**config.mk**
```make
export PLATFORM = sky130hd
export DESIGN_NAME = pb_debounce
export DESIGN_NICKNAME = d
export VERILOG_FILES = /design/src/rtl/pb_debounce.sv
export SDC_FILE = /design/constraint.sdc
export NUM_CORES = 1
export LEC_CHECK = 0
export ABC_AREA = 1
export CAP_MARGIN = 20
export CORE_AREA = 2 2 39 41
export DETAILED_ROUTE_END_ITERATION = 16
export DIE_AREA = 0 0 41 43
export PLACE_DENSITY = 0.59
export SYNTH_ARGS = -nofsm -noshare
export SYNTH_HDL_FRONTEND = slang
export SYNTH_SLANG_ARGS = --single-unit
```
**constraint.sdc**
```tcl
create_clock -name clk -period 2.45 [get_ports clk]
set_input_delay 0.49 -clock clk [delete_from_list [all_inputs] [get_ports clk]]
set_output_delay 0.49 -clock clk [all_outputs]
set_load 0.01 [all_outputs]
```
**src/rtl/pb_debounce.sv**
```systemverilog
// Push-button synchronizer and counter-based debouncer with registered level and edge pulses.
// Optional saturating reject counter on glitch_cnt when PB_DEBOUNCE_GLITCH_CNT_EN is defined.
//
// state     | meaning
// ----------+--------------------------------------------------------
// STABLE_LO | accepted level 0, watching for a 1 on the synced input
// WAIT_HI   | qualifying a rise; cnt counts consecutive 1 samples
// STABLE_HI | accepted level 1, watching for a 0 on the synced input
// WAIT_LO   | qualifying a fall; cnt counts consecutive 0 samples
module pb_debounce #(
  parameter int DEB_CYCLES = 16
) (
  input  logic       clk,
  input  logic       rst_n,
  input  logic       pb_raw,
  output logic       pb_level,
  output logic       pb_rise,
  output logic       pb_fall
`ifdef PB_DEBOUNCE_GLITCH_CNT_EN
  ,
  output logic [7:0] glitch_cnt
`endif
);

  localparam int CW = $clog2(DEB_CYCLES + 1);
  localparam logic [CW-1:0] CNT_LAST = CW'(DEB_CYCLES - 1);
  localparam logic [CW-1:0] CNT_ONE  = CW'(1);

  generate
    if (DEB_CYCLES < 1) begin : g_bad_deb_cycles
      $error("pb_debounce: DEB_CYCLES must be >= 1");
    end
  endgenerate

  typedef enum logic [1:0] {
    STABLE_LO = 2'd0,
    WAIT_HI   = 2'd1,
    STABLE_HI = 2'd2,
    WAIT_LO   = 2'd3
  } state_t;

  state_t          r_state;
  state_t          w_state_nxt;
  logic            r_s1;
  logic            r_s2;
  logic [CW-1:0]   r_cnt;
  logic [CW-1:0]   w_cnt_nxt;
  logic            r_level;
  logic            w_level_nxt;
  logic            r_rise;
  logic            w_rise_nxt;
  logic            r_fall;
  logic            w_fall_nxt;

  always_ff @(posedge clk or negedge rst_n) begin
    if (!rst_n) begin
      r_s1 <= 1'b0;
      r_s2 <= 1'b0;
    end else begin
      r_s1 <= pb_raw;
      r_s2 <= r_s1;
    end
  end

  always_ff @(posedge clk or negedge rst_n) begin
    if (!rst_n) begin
      r_state <= STABLE_LO;
      r_cnt   <= '0;
      r_level <= 1'b0;
      r_rise  <= 1'b0;
      r_fall  <= 1'b0;
    end else begin
      r_state <= w_state_nxt;
      r_cnt   <= w_cnt_nxt;
      r_level <= w_level_nxt;
      r_rise  <= w_rise_nxt;
      r_fall  <= w_fall_nxt;
    end
  end

  // Any sample against the pending level drops back to the stable state and restarts.
  always_comb begin
    w_state_nxt = r_state;
    w_cnt_nxt   = r_cnt;
    w_level_nxt = r_level;
    w_rise_nxt  = 1'b0;
    w_fall_nxt  = 1'b0;
    case (r_state)
      STABLE_LO: begin
        if (r_s2) begin
          w_state_nxt = WAIT_HI;
          w_cnt_nxt   = '0;
        end
      end
      WAIT_HI: begin
        if (!r_s2) begin
          w_state_nxt = STABLE_LO;
          w_cnt_nxt   = '0;
        end else if (r_cnt == CNT_LAST) begin
          w_state_nxt = STABLE_HI;
          w_cnt_nxt   = '0;
          w_level_nxt = 1'b1;
          w_rise_nxt  = 1'b1;
        end else begin
          w_cnt_nxt   = r_cnt + CNT_ONE;
        end
      end
      STABLE_HI: begin
        if (!r_s2) begin
          w_state_nxt = WAIT_LO;
          w_cnt_nxt   = '0;
        end
      end
      WAIT_LO: begin
        if (r_s2) begin
          w_state_nxt = STABLE_HI;
          w_cnt_nxt   = '0;
        end else if (r_cnt == CNT_LAST) begin
          w_state_nxt = STABLE_LO;
          w_cnt_nxt   = '0;
          w_level_nxt = 1'b0;
          w_fall_nxt  = 1'b1;
        end else begin
          w_cnt_nxt   = r_cnt + CNT_ONE;
        end
      end
      default: begin
        w_state_nxt = STABLE_LO;
        w_cnt_nxt   = '0;
      end
    endcase
  end

  assign pb_level = r_level;
  assign pb_rise  = r_rise;
  assign pb_fall  = r_fall;

`ifdef PB_DEBOUNCE_GLITCH_CNT_EN
  logic       w_glitch;
  logic [7:0] r_glitch_cnt;

  assign w_glitch = ((r_state == WAIT_HI) && !r_s2) || ((r_state == WAIT_LO) && r_s2);

  always_ff @(posedge clk or negedge rst_n) begin
    if (!rst_n) begin
      r_glitch_cnt <= 8'd0;
    end else if (w_glitch && (r_glitch_cnt != 8'hFF)) begin
      r_glitch_cnt <= r_glitch_cnt + 8'd1;
    end
  end

  assign glitch_cnt = r_glitch_cnt;
`endif

endmodule

```
======== After elaboration in Yosys (flattened, before gate mapping) ========
Index checks and enable logic that the tools add are counted.
cells by class
  add/subtract/negate cells ............... 1
  eq/ne operators ......................... 12
  multiplexer cells ....................... 23
  reductions and logical operators ........ 5
operators by type and width
  operator                                                         count
  5-bit 2-to-1 mux                                                 5
  5-bit case mux with 4 select lines                               1
  2-bit 2-to-1 mux                                                 6
  2-bit inequality test, second input constant                     6
  1-bit 2-to-1 mux                                                 9
  2-bit case mux with 4 select lines                               1
  3-bit inequality test, second input constant                     2
  5-bit by 1-bit adder with 5-bit output, second input constant    1
  5-bit by 4-bit == test with 1-bit output, second input constant  1
  5-bit AND reduction                                              1
  2-bit == test, second input constant                             2
  4-bit AND reduction                                              1
  2-bit by 1-bit == test with 1-bit output, second input constant  1
  2-bit logical NOT                                                1
  1-bit case mux with 2 select lines                               1
  2-bit AND reduction                                              1
  2-bit nonzero test                                               1
storage, ports and cells
  register bits after elaboration ......... 12
  bits of input ports ..................... 3
  output and inout port bits .............. 3
  logic and storage cells ................. 48

======== Logic depth before layout (Yosys ltp) ========
  depth after elaboration ................. 4
  depth in mapped cells ................... 7
  depth with buffers taken out ............ 7

======== Worst setup path after synthesis ========
OpenSTA, ideal clock, no wires.
  path kind ............................... flip-flop to flip-flop
  from .................................... register r_cnt[0]
  to ...................................... register (tool-made name)
  setup time .............................. 0.117 ns
  data arrival time ....................... 0.988 ns
  required time ........................... 2.333 ns
  path slack .............................. 1.345 ns
  cell stages (with the launch flop) ...... 7
  path buffers ............................ 0
  clock period less this slack ............ 1.105 ns
  cells stage by stage .................... dfrtp_1 > ha_1 > nand3_1 > nor2_1 > o21ai_0 > nand2_1 > nand2_1
RTL lines
  what                    line  source
  start, declared         46    logic [CW-1:0] r_cnt;
  start signal, assigned  74    r_cnt <= w_cnt_nxt;

======== Worst setup path after layout ========
  from .................................... register r_level (netlist: pb_level)
  to ...................................... output pb_level
RTL lines
  what                    line  source
  start, declared         48    logic r_level;
  start signal, assigned  75    r_level <= w_level_nxt;
  end, declared           16    output logic pb_level,
No word-level cell between the ends.

==> impl_metrics.py <==
metrics = {
    "synth": {
        "ys.warnings.count": 0,
        "ys_types": 18,
        "avgSynthCellArea_um2": 8.96,
        "synth_nets": 65,
        "netlist_instances": 61,
        "ys_seq_area_share_pct": 54.9,
        "yosysTopAreaCell": "dfrtp_1",
        "synth-seq-cells": 12,
        "syn_area_um2": 547,
        "synthArstFlopShare_pct": 100,
        "synth_edf_count": 0,
        "synth_area_leaders": "dfrtp_1, nand2_1, nand2_2",
        "yosysMostFrequentCell": "nand2_1",
        "synth_top_area_share_pct": 54.9,
        "synthFlopType": "dfrtp_1",
        "synth_commonest_cells": "nand2_1, dfrtp_1, inv_1, nor2_1, nand2_2",
    },
    "final_layout": {
        "layout-drive-gt1-share_pct": 18.6,
        "finish.utilization_pct": 47.2,
        "antenna_cells": 0,
        "multi_input_area_um2": 219,
        "seqCellArea_um2": 300,
        "fillCellCount": 143,
        "area_delta_synth_final_pct": 19.5,
        "fin_area_um2": 653,
        "layout.nets": 75,
    },
    "clocking": {
        "cts_root_buffer": "clkbuf_4",
        "htree_levels": 1,
        "cts.repair.resized": 0,
        "post_cts_buffers": 0,
        "clk_pin_slew_worst_paths_ns": 0.08,
        "tritoncts": "built",
        "postCtsHoldBufs": 0,
        "clockBufferDepth": 2,
        "worstSkewPairLatency_ns": 0.27,
        "numCtsBuffers": 3,
        "cts.sink_count": 12,
    },
    "setup_path": {
        "critPathKind": "register to output port",
        "cp_data_required_time_ns": 1.96,
        "cp_slowest_cell": "clkdlybuf4s50_1",
        "critPathMaxFanout": 2,
        "worstPathCellList": "clkdlybuf4s50_1",
        "cp_top_family": "buffers and inverters",
        "worst-path-buf-inv": 1,
        "worstSetupStartpointType": "register",
        "reg2reg_slack_ns": 1.21,
        "arrival_ns": 1.15,
        "endpoint_kind": "output port",
        "max_stage_delay_ns": 0.53,
    },
    "die": {
        "initial_core_util_pct": 39.5,
        "num_rows": 14,
        "core_area_mm2": 0.00138,
        "die_h_um": 43,
        "pin_count": 6,
        "dieArea_mm2": 0.00176,
        "die_w_um": 41,
    },
    "sta": {
        "finalCritPeriodShare_pct": 66.8,
        "fin_setup_tns_ns": 0,
        "slew_viol_final": 0,
        "setup_viol_count_final": 0,
        "skew_ns": 0.00474,
        "relSlewSlack_pct": 64.1,
        "worst_pin_slew_ns": 0.536,
        "finalCriticalPeriod_ns": 1.64,
        "fmax_mhz": 611,
        "rsz0062_at_grt": "no",
        "final-hold-violation-count": 0,
    },
    "grt": {
        "grt_pass1_wl_um": 1700,
        "grt_max_degree": 13,
        "grt_pass1_vias": 406,
        "grt_usage_pct": 15.1,
        "antenna_found_initial": 0,
        "globalRouteOverflowTotal": 0,
    },
    "power_and_ir_drop": {
        "p_int_uw": 394,
        "p_leak_nw": 0.335,
        "ir_drop_uv": 357,
        "power_switching_uw": 220,
        "pwr-share-clk_pct": 25.2,
        "netSwitchingFraction_pct": 35.8,
        "p_per_area_mw_per_mm2": 940,
        "combPwrFrac_pct": 30.8,
        "power_frac_seq_pct": 44.0,
    },
    "route": {
        "vias_per_cell": 4.77,
        "drt_first_pass_iters": 4,
        "dr_total_vias": 410,
        "drt_wl_total_um": 949,
        "drt_iter0_markers": 4,
        "wl_per_cell_um": 11.0,
        "antenna_left": 0,
        "drc": 0,
    },
    "placement": {
        "placed_area_um2": 617,
        "io_buffers": 5,
        "gp_congestion": 0.774,
        "dpl.hpwl_um": 721,
    },
    "job": {
        "maxCapViolCount": 0,
    },
    "run_status": {
        "status": "complete, no violations",
    },
    "hold_path": {
        "min_path_type": "register to register",
    },
}
==> kinds of logic after synthesis <==
logic type | Yosys count | share of synthesized area, %
simple gates | 34 | 29.1
xor+xnor | 1 | 1.60
mux | 1 | 1.83
buf+inv | 7 | 5.03
compound gates | 5 | 5.26
flops | 12 | 54.9
fa+ha+maj | 1 | 2.29
==> placed cells by master, fill, tap and decap left out <==
| cell | count |
|---|---|
| mux2i_1 | 1 |
| nor3_1 | 1 |
| clkdlybuf4s50_1 | 5 |
| nand2_2 | 4 |
| a21oi_2 | 1 |
| o21ai_0 | 3 |
| dfrtp_1 | 12 |
| nand3_1 | 3 |
| nand2_1 | 16 |
| a21oi_1 | 1 |
| clkbuf_8 | 1 |
| nor2_2 | 2 |
| nor2_1 | 5 |
| clkinv_2 | 1 |
| xnor2_1 | 1 |
| nand3_2 | 1 |
| inv_1 | 6 |
| and3_1 | 1 |
| clkbuf_4 | 3 |
| nand4_1 | 1 |
| ha_1 | 1 |
==> area by class of cell <==
type	instances	area share [%]
Sequential cell	12	46.0
Tap cell	16	3.07
Inverter	7	4.21
Timing Repair Buffer	5	7.66
Multi-Input combinational cell	42	33.5
Clock buffer	4	5.56
==> per-stage QoR <==
step | cells | power (mW) | worst slack [ns] | hold WS, ns
2_1_floorplan | 61 | 0.423 | 1.35 | 0.194
3_3_place_gp | 82 | 0.460 | 1.11 | 0.333
3_5_place_dp | 82 | 0.465 | 1.11 | 0.356
4_1_cts | 86 | 0.625 | 0.801 | 0.383
5_1_grt | 86 | 0.668 | 0.781 | 0.389
6_report | 86 | 0.614 | 0.813 | 0.380
==> worst paths after layout <==
kind,from,endpoint,depth (start not counted)
worst min register to register,r_s1,r_s2,0
min in group asynchronous,rst_n,pb_fall,1
max in group asynchronous,rst_n,pb_level,1
worst min-delay path,r_s1,r_s2,0
worst max register to register,r_cnt[0],r_cnt[3],6
worst max-delay path,pb_level,pb_level,1
==> layer usage <==
| metal | share of wire, % | track usage (%) |
|---|---|---|
| met4 | 1.3 | 12.0 |
| met5 | 0 | 0 |
| met3 | 3.3 | 4.71 |
| met2 | 48 | 19.7 |
| met1 | 48 | 19.7 |
==> registers in the layout, summed over array words and instances (netlist names), named ones only <==
| name | cells |
|---|---|
| pb_fall | 1 |
| r_s1 | 1 |
| r_state | 1 |
| r_s2 | 1 |
| pb_level | 1 |
| r_cnt | 5 |
| pb_rise | 1 |
==> power groups by stage <==
stage	registers, mW	logic, mW	clock network, mW
floorplan	0.267	0.155	0
detailed placement	0.274	0.190	0
global route	0.277	0.220	0.171
global placement	0.274	0.187	0
finish	0.270	0.189	0.155
CTS	0.270	0.192	0.163
Power figures use the tool's default switching activity.
